[src/rtl/dom_present_inv_sbox.sv]
// Two-share DOM-masked PRESENT inverse S-box: 3-stage pipe (4 with INV_SBOX_OUT_REFRESH_EN, which adds a
// share-refresh output stage on r_ref). en=0 freezes every register; one nibble per enabled cycle.
module dom_present_inv_sbox (
  input  logic       clk,
  input  logic       rst,
  input  logic       en,
  input  logic       in_valid,
  input  logic [3:0] x_0,
  input  logic [3:0] x_1,
  input  logic [7:0] r,
`ifdef INV_SBOX_OUT_REFRESH_EN
  input  logic [3:0] r_ref,
`endif
  output logic       out_valid,
  output logic [3:0] y_0,
  output logic [3:0] y_1,
  output logic       busy
);

`ifdef INV_SBOX_OUT_REFRESH_EN
  localparam int DEPTH = 4;
`else
  localparam int DEPTH = 3;
`endif

  // y = L(x, q, p) where q = layer-1 products and p = layer-2 products.
  function automatic logic [3:0] out_lin(input logic [3:0] x, input logic [3:0] q,
                                         input logic [3:0] p);
    logic [3:0] o;
    o[0] = x[0] ^ x[2] ^ q[1];
    o[1] = x[0] ^ x[1] ^ x[3] ^ p[0] ^ p[1] ^ p[3] ^ q[1] ^ q[2] ^ q[3];
    o[2] = x[3] ^ p[0] ^ p[1] ^ p[2] ^ q[0] ^ q[1] ^ q[3];
    o[3] = x[0] ^ x[1] ^ x[2] ^ x[3] ^ p[0];
    return o;
  endfunction

  logic [DEPTH-1:0] vld;

  // Layer 1 gadgets, bit order {x0&x2, x2&x3, x1&x3, x1&x2}
  logic [3:0] l1a_0, l1b_0, l1a_1, l1b_1;
  assign l1a_0 = {x_0[0], x_0[2], x_0[1], x_0[1]};
  assign l1b_0 = {x_0[2], x_0[3], x_0[3], x_0[2]};
  assign l1a_1 = {x_1[0], x_1[2], x_1[1], x_1[1]};
  assign l1b_1 = {x_1[2], x_1[3], x_1[3], x_1[2]};

  logic [3:0] s1_x0, s1_x1, s1_c0, s1_c1, s1_r;

  always_ff @(posedge clk) begin
    if (rst) begin
      s1_x0 <= '0;
      s1_x1 <= '0;
      s1_c0 <= '0;
      s1_c1 <= '0;
      s1_r  <= '0;
    end else if (en) begin
      s1_x0 <= x_0;
      s1_x1 <= x_1;
      s1_c0 <= (l1a_0 & l1b_1) ^ r[3:0];
      s1_c1 <= (l1a_1 & l1b_0) ^ r[3:0];
      s1_r  <= r[7:4];
    end
  end

  // Inner-domain terms are recomputed from the registered shares of their own domain only.
  logic [3:0] s1a_0, s1b_0, s1a_1, s1b_1, q_0, q_1, l2b_0, l2b_1;
  assign s1a_0 = {s1_x0[0], s1_x0[2], s1_x0[1], s1_x0[1]};
  assign s1b_0 = {s1_x0[2], s1_x0[3], s1_x0[3], s1_x0[2]};
  assign s1a_1 = {s1_x1[0], s1_x1[2], s1_x1[1], s1_x1[1]};
  assign s1b_1 = {s1_x1[2], s1_x1[3], s1_x1[3], s1_x1[2]};
  assign q_0   = (s1a_0 & s1b_0) ^ s1_c0;
  assign q_1   = (s1a_1 & s1b_1) ^ s1_c1;

  // Layer 2: every gadget has a = x0; b = {x1, x3, q1, q0^q2^x1}
  assign l2b_0 = {s1_x0[1], s1_x0[3], q_0[1], q_0[0] ^ q_0[2] ^ s1_x0[1]};
  assign l2b_1 = {s1_x1[1], s1_x1[3], q_1[1], q_1[0] ^ q_1[2] ^ s1_x1[1]};

  logic [3:0] s2_x0, s2_x1, s2_q0, s2_q1, s2_c0, s2_c1;

  always_ff @(posedge clk) begin
    if (rst) begin
      s2_x0 <= '0;
      s2_x1 <= '0;
      s2_q0 <= '0;
      s2_q1 <= '0;
      s2_c0 <= '0;
      s2_c1 <= '0;
    end else if (en) begin
      s2_x0 <= s1_x0;
      s2_x1 <= s1_x1;
      s2_q0 <= q_0;
      s2_q1 <= q_1;
      s2_c0 <= ({4{s1_x0[0]}} & l2b_1) ^ s1_r;
      s2_c1 <= ({4{s1_x1[0]}} & l2b_0) ^ s1_r;
    end
  end

  logic [3:0] s2b_0, s2b_1, p_0, p_1, f_0, f_1;
  assign s2b_0 = {s2_x0[1], s2_x0[3], s2_q0[1], s2_q0[0] ^ s2_q0[2] ^ s2_x0[1]};
  assign s2b_1 = {s2_x1[1], s2_x1[3], s2_q1[1], s2_q1[0] ^ s2_q1[2] ^ s2_x1[1]};
  assign p_0   = ({4{s2_x0[0]}} & s2b_0) ^ s2_c0;
  assign p_1   = ({4{s2_x1[0]}} & s2b_1) ^ s2_c1;
  // Affine constant lands on share 0 only.
  assign f_0   = out_lin(s2_x0, s2_q0, p_0) ^ 4'h5;
  assign f_1   = out_lin(s2_x1, s2_q1, p_1);

  logic [3:0] s3_0, s3_1;

  always_ff @(posedge clk) begin
    if (rst) begin
      s3_0 <= '0;
      s3_1 <= '0;
    end else if (en) begin
      s3_0 <= f_0;
      s3_1 <= f_1;
    end
  end

`ifdef INV_SBOX_OUT_REFRESH_EN
  logic [3:0] s4_0, s4_1;

  always_ff @(posedge clk) begin
    if (rst) begin
      s4_0 <= '0;
      s4_1 <= '0;
    end else if (en) begin
      s4_0 <= s3_0 ^ r_ref;
      s4_1 <= s3_1 ^ r_ref;
    end
  end

  assign y_0 = s4_0;
  assign y_1 = s4_1;
`else
  assign y_0 = s3_0;
  assign y_1 = s3_1;
`endif

  always_ff @(posedge clk) begin
    if (rst) begin
      vld <= '0;
    end else if (en) begin
      vld <= {vld[DEPTH-2:0], in_valid};
    end
  end

  assign out_valid = vld[DEPTH-1];
  assign busy      = |vld;

endmodule

[config.mk]
export PLATFORM = sky130hd
export DESIGN_NAME = dom_present_inv_sbox
export DESIGN_NICKNAME = d
export VERILOG_FILES = /design/src/rtl/dom_present_inv_sbox.sv
export SDC_FILE = /design/constraint.sdc
export NUM_CORES = 1
export LEC_CHECK = 0
export CORE_MARGIN = 2
export CORE_UTILIZATION = 56
export CTS_CLUSTER_DIAMETER = 30
export DETAILED_ROUTE_END_ITERATION = 12
export PLACE_DENSITY_LB_ADDON = 0.3
export SLEW_MARGIN = 20
export SYNTH_ARGS = -nofsm -noshare
export SYNTH_HDL_FRONTEND = slang
export SYNTH_SLANG_ARGS = --single-unit
[constraint.sdc]
create_clock -name clk -period 2.4 [get_ports clk]
set_clock_uncertainty 0.2 [all_clocks]
set_input_delay 0.72 -clock clk [delete_from_list [all_inputs] [get_ports clk]]
set_output_delay 0.72 -clock clk [all_outputs]
set_load 0.02 [all_outputs]
==> metrics.txt <==
final wirelength 4.79 mm; DP Area 3000 um^2; I/O pin total 30; final instance area 3070 um^2; final net count 328; Worst R2R Start s2_x1[1]; synth unique cells 21; Worst Setup Start Kind flip-flop; Detailed Route Iter0 Violations 85; initial antenna violation count 0; max-slew violations 0; vias 1900; Syn. warnings 0; maximum buffer depth of the clock tree 2; Pwr Total roughly 0.0019 W; Setup crit end kind output pin; Setup Fix Bufs, Post-CTS 0; # H-tree levels 2; Tmin final roughly 2.2 ns; vias in the first global route 1812; Crit Path Class reg2out; port bufs 29; Die X 72.8 um; final setup fails 0; Power Density between 600 and 700 nW/um^2; worst-margin pin slew 0.483 ns; Mapped Nets 303; global-route wire length before repair 8.26 mm; Crit Path Max Fanout 3; CP peak stage delay 0.35 ns; Fmax 0.451 GHz; area grow syn2layout 15.7%; asr flop ratio synth 0; Initial Utilization 0.569; Vert. Die Dim 72.8 um; Post-synth EDFFs 0; Core ar. around 4700 um^2; Worst path slowest cell or3_1; drt drc 0; sequential area share after synthesis 0.415; Placement Rows 25; period utilization 0.923; die area 5310 um^2; Fin. Hold Viols 0; average via count per standard cell around 5.3; max cap viols 0; synth top area cells dfxtp_1 (41%), mux2i_1 (10%), xor2_1 (9.9%); # hold bufs at CTS 0; mapped cell area 2650 um^2; critical path, cell by cell or3_1, dlygate4sd2_1; Yosys top cell by area dfxtp_1; CP Data Required Time 1.48 ns; GPL Wtd Cong 0.745; First-pass DRT Iterations 4; Max VDD drop 0.456 mV; CTS Buf Count 5; CP bufs+invs 1; Main synth FF type dfxtp_1; clock latency on the worst-skew pair 0.30 ns; final setup TNS 0 ns; ant diodes 0; Avg Synthesized Cell Area 9.44 um^2; RSZ-0062 raised after global routing no; Hold WC Path Type reg2reg; CTS clk-pin slew, worst paths 0.08 ns; Yosys reg bits 55; DP Wirelength 3.56 mm; Worst Hold Launch y_1[2]; largest net degree at the start of global routing 44; leading cell type in the layout, fill and taps excluded dfxtp_1; Syn Inst Count 281; FILL cells 394; Post-DRT Antenna Nets 0; Critical Path AT about 1.3 ns; wire per inst 13.3 um; Max transition margin 0.678; CTS tree done; clock sink count 55; share of Yosys cell area claimed by the top area cell type 0.415; CTS root buffer clkbuf_8; GRT Util Overall 0.199; Core Util, Final 0.659; Lkg Pwr 1.22 nW; share of cells above drive strength 1 0.0393; Setup crit start vld[2]; status completed; grt ovf 0; most frequent cells in the layout dfxtp_1 (55), nor2_1 (52), xor2_1 (30); Crit path max-delay family simple AND/OR/NAND/NOR gates
-- tightest hold or removal path, stage by stage, from the launching register on --
cell      delay [ns]
dfxtp_1         0.32
nor2_1          0.08
a211oi_1        0.05
-- Yosys cell counts, types with 2 or more instances --
cell type and number:
dfxtp_1 55, nor2_1 52, xor2_1 30, a211oi_1 27
mux2i_1 27, xnor2_1 26, nand2_1 25, clkbuf_1 12
nor2b_1 5, buf_1 3, or3_1 3, xnor3_1 3
ha_1 2, nand2b_1 2, nor3_1 2, nor3b_1 2
-- per-stage QoR --
| step | cells | hold WS [ns] | setup WS, ns |
|---|---|---|---|
| 2_1_floorplan | 281 | 0.264 | 0.346 |
| 3_3_place_gp | 353 | 0.274 | 0.289 |
| 3_5_place_dp | 353 | 0.282 | 0.249 |
| 4_1_cts | 359 | 0.295 | 0.179 |
| 5_1_grt | 359 | 0.305 | 0.136 |
| 6_report | 359 | 0.289 | 0.185 |
-- cells by family (layout without fill, tap and decap cells) --
| kind of cell | Yosys count | in the layout | synth area share |
|---|---|---|---|
| AOI/OAI and AO/OA | 28 | 28 | 0.0787 |
| xor gates and xnor gates | 60 | 60 | 0.219 |
| adders and majority gates | 2 | 2 | 0.00943 |
| buffers and inverters | 15 | 39 | 0.0212 |
| DFF | 55 | 55 | 0.415 |
| muxes | 27 | 27 | 0.102 |
| and+or+nand+nor | 94 | 94 | 0.155 |
-- registers in the layout, indices dropped and copies added (netlist names) --
name	cells
s1_c1	4
y_0	4
s1_c0	4
s1_x0	4
vld	3
s1_r	4
s2_q0	4
y_1	4
s2_c0	4
s1_x1	4
s2_x0	4
s2_x1	4
s2_q1	4
s2_c1	4
-- power by group --
part | switching, W | internal [W]
Sequential | 0.0000596 | 0.000977
Combinational | 0.000184 | 0.000217
Clock | 0.000272 | 0.000195
-- final cells by class --
cell class,instances,area (um^2),area share
Multi-Input combinational cell,211,1500,0.487
Timing Repair Buffer,33,334,0.109
Clock buffer,6,72.6,0.0236
Sequential cell,55,1100,0.358
Tap cell,54,67.6,0.0220
-- worst paths after layout --
kind                  to  slack (ns)  cells after the start
setup reg to reg  y_1[3]        0.25                      5
hold reg to reg   y_1[2]        0.29                      2
setup / recovery    busy        0.19                      2
hold / removal    y_1[2]        0.29                      2
-- repair_timing --
item / CTS / global route
endpoints found under the setup margin: 1 / 0
hold endpoints to repair: 0 / 0
resized for setup: 1 / 0
-- per-layer routing --
layer / track usage / part of all wire
met5: 0 / 0
met4: 0.0576 / 0.016
met3: 0.0414 / 0.030
met2: 0.335 / 0.47
met1: 0.257 / 0.48
Power figures use the tool's default switching activity.
==> patch (config.mk and constraints unchanged) <==
Build with the macro `INV_SBOX_OUT_REFRESH_EN` defined.
--- a/src/rtl/dom_present_inv_sbox.sv
+++ b/src/rtl/dom_present_inv_sbox.sv
@@ -1,5 +1,7 @@
 // Two-share DOM-masked PRESENT inverse S-box: 3-stage pipe (4 with INV_SBOX_OUT_REFRESH_EN, which adds a
 // share-refresh output stage on r_ref). en=0 freezes every register; one nibble per enabled cycle.
+`define INV_SBOX_OUT_REFRESH_EN
+
 module dom_present_inv_sbox (
   input  logic       clk,
   input  logic       rst,
Ports: changed (added r_ref); port bits go from 30 to 34. No check against the original RTL was run, so the function may have changed too.
==> patch against the original RTL <==
Core utilization rose by 4.7 points; global-route usage increased by 0.21 points; sequential cell count rose by 9; count of clock-buffer cells in the layout up 3; setup slack got worse by 0.081 ns; final area is 19% higher; power grew 40%; area after synthesis grew 14%; die area increased by 13%; routed wire length up 14%; critical path type unchanged.
==> patch: results (changes against the original RTL) <==
status -> finished clean
WL met1 -> 2.51 mm (+9.5%)
DRT iter0 DRCs -> 90 (+5.9%)
CP max stage delay -> 0.53 ns (+0.18 ns)
worst slew pin tran -> 0.583 ns (+0.100 ns)
htree depth -> 3 (+1)
DR WL met3 -> 177 um (+22%)
slowest CP cell -> or4_1
NumNets Final -> 379 (+16%)
beginning of the critical path -> vld[3]$_SDFFE_PP0P_
vias in the first global route -> 2118 (+17%)
ys async rst share -> 0% (unchanged)
min-delay worst type -> reg -> reg
total number of vias -> 2195 (+16%)
sequential share of power -> 45.4% (-9.0 points)
Post-CTS Hold Fix Bufs -> 0 (unchanged)
worst path arrival time -> 1.38 ns (+0.09 ns)
Synth Area in Adders -> 0.825% (-0.12 points)
R2R Setup Slk -> 0.23 ns (-0.02 ns)
sequential area share after synthesis -> 42.2% (+0.75 points)
most frequent cells after synthesis -> dfxtp_1 (64), nor2_1 (61), a211oi_1 (36)
hold path startpoint -> y_0[2]$_SDFFE_PP0P_
total power -> 2660 uW (+40%)
Worst VDD drop -> 0.514 mV (+13%)
multiplexer share of the synthesized area -> 8.91% (-1.3 points)
CP endpoint -> busy
M1 GR Usage -> 23.4% (-2.3 points)
CTS resizes -> 4 (+3)
critical-path maximum fanout -> 3 (unchanged)
delay-heaviest family, CP -> simple AND/OR/NAND/NOR gates
grt met3 use -> 4.53% (+0.39 points)
number of diodes -> 0 (unchanged)
share of cells above drive strength 1 -> 8.10% (+4.2 points)
RR Endpoint -> s3_1[3]$_SDFFE_PP0P_
insertion delay to the later sink of the worst-skew pair -> 0.34 ns (+0.04 ns)
final WL -> 5.47 mm (+14%)
drt pass-1 iters -> 4 (unchanged)
dpl hpwl -> 3.91 mm (+10%)
RePlAce Congestion -> 0.750 (+0.70%)
routed wl met2 -> 2.69 mm (+19%)
Syn Nets -> 345 (+14%)
IO Port Bufs -> 33 (+14%)
Hold Path Sink -> y_0[2]$_SDFFE_PP0P_
largest net degree at the start of global routing -> 52 (+18%)
GRT Total Usage -> 20.1% (+0.21 points)
main area contributors after synthesis -> dfxtp_1 (42%), xnor2_1 (9.8%), a211oi_1 (8.9%)
Synth Area in XOR/XNOR -> 21.5% (-0.39 points)
GR Util met2 -> 34.7% (+1.2 points)
CTS clock-pin slew for the worst setup and hold paths -> 0.07 ns
first-pass GRT wire length -> 9.52 mm (+15%)
Worst setup EP type -> primary output
Num CTS Buffers -> 9 (+4)
compound-gate portion of the synthesized area -> 9.12% (+1.2 points)
Int Power -> 1970 uW (+42%)
Comb. pwr -> 443 uW (+10%)
Synth cell types -> 24 (+14%)
Pleak -> 0.00143 uW (+17%)
Reg-to-Reg Start -> s2_q1[0]$_SDFFE_PP0P_
Max Used Layer -> met4
==> patch: changes by cell type in the layout (fill, tap and decap cells not counted), sizes merged, moves of 4 or more <==
cell | unedited run | this run
buf | 6 | 11
a211oi | 27 | 36
dfxtp | 55 | 64
nor2 | 52 | 61
clkdlybuf4s50 | 26 | 30
xnor2 | 26 | 34
==> patch: metrics by stage <==
stage | utilization [%] | setup WS (ns) | instance area (sq um) | hold slack (ns) | cells
floorplan | - | 0.324 | 3030 | 0.264 | 319
global placement | 66.4 | 0.119 | 3440 | 0.272 | 412
detailed placement | 66.4 | 0.0990 | 3440 | 0.277 | 412
CTS | 70.6 | 0.0802 | 3650 | 0.286 | 428
global route | 70.6 | 0.0645 | 3650 | 0.315 | 428
finish | 70.6 | 0.104 | 3650 | 0.282 | 428
==> patch: layout make-up <==
cell class                      instances  area [sq um]
Fill cell                             413          1520
Sequential cell                        64          1280
Tap cell                               70          87.6
Clock inverter                          7          96.3
Timing Repair Buffer                   41           390
Clock buffer                            9           124
Multi-Input combinational cell        237          1670
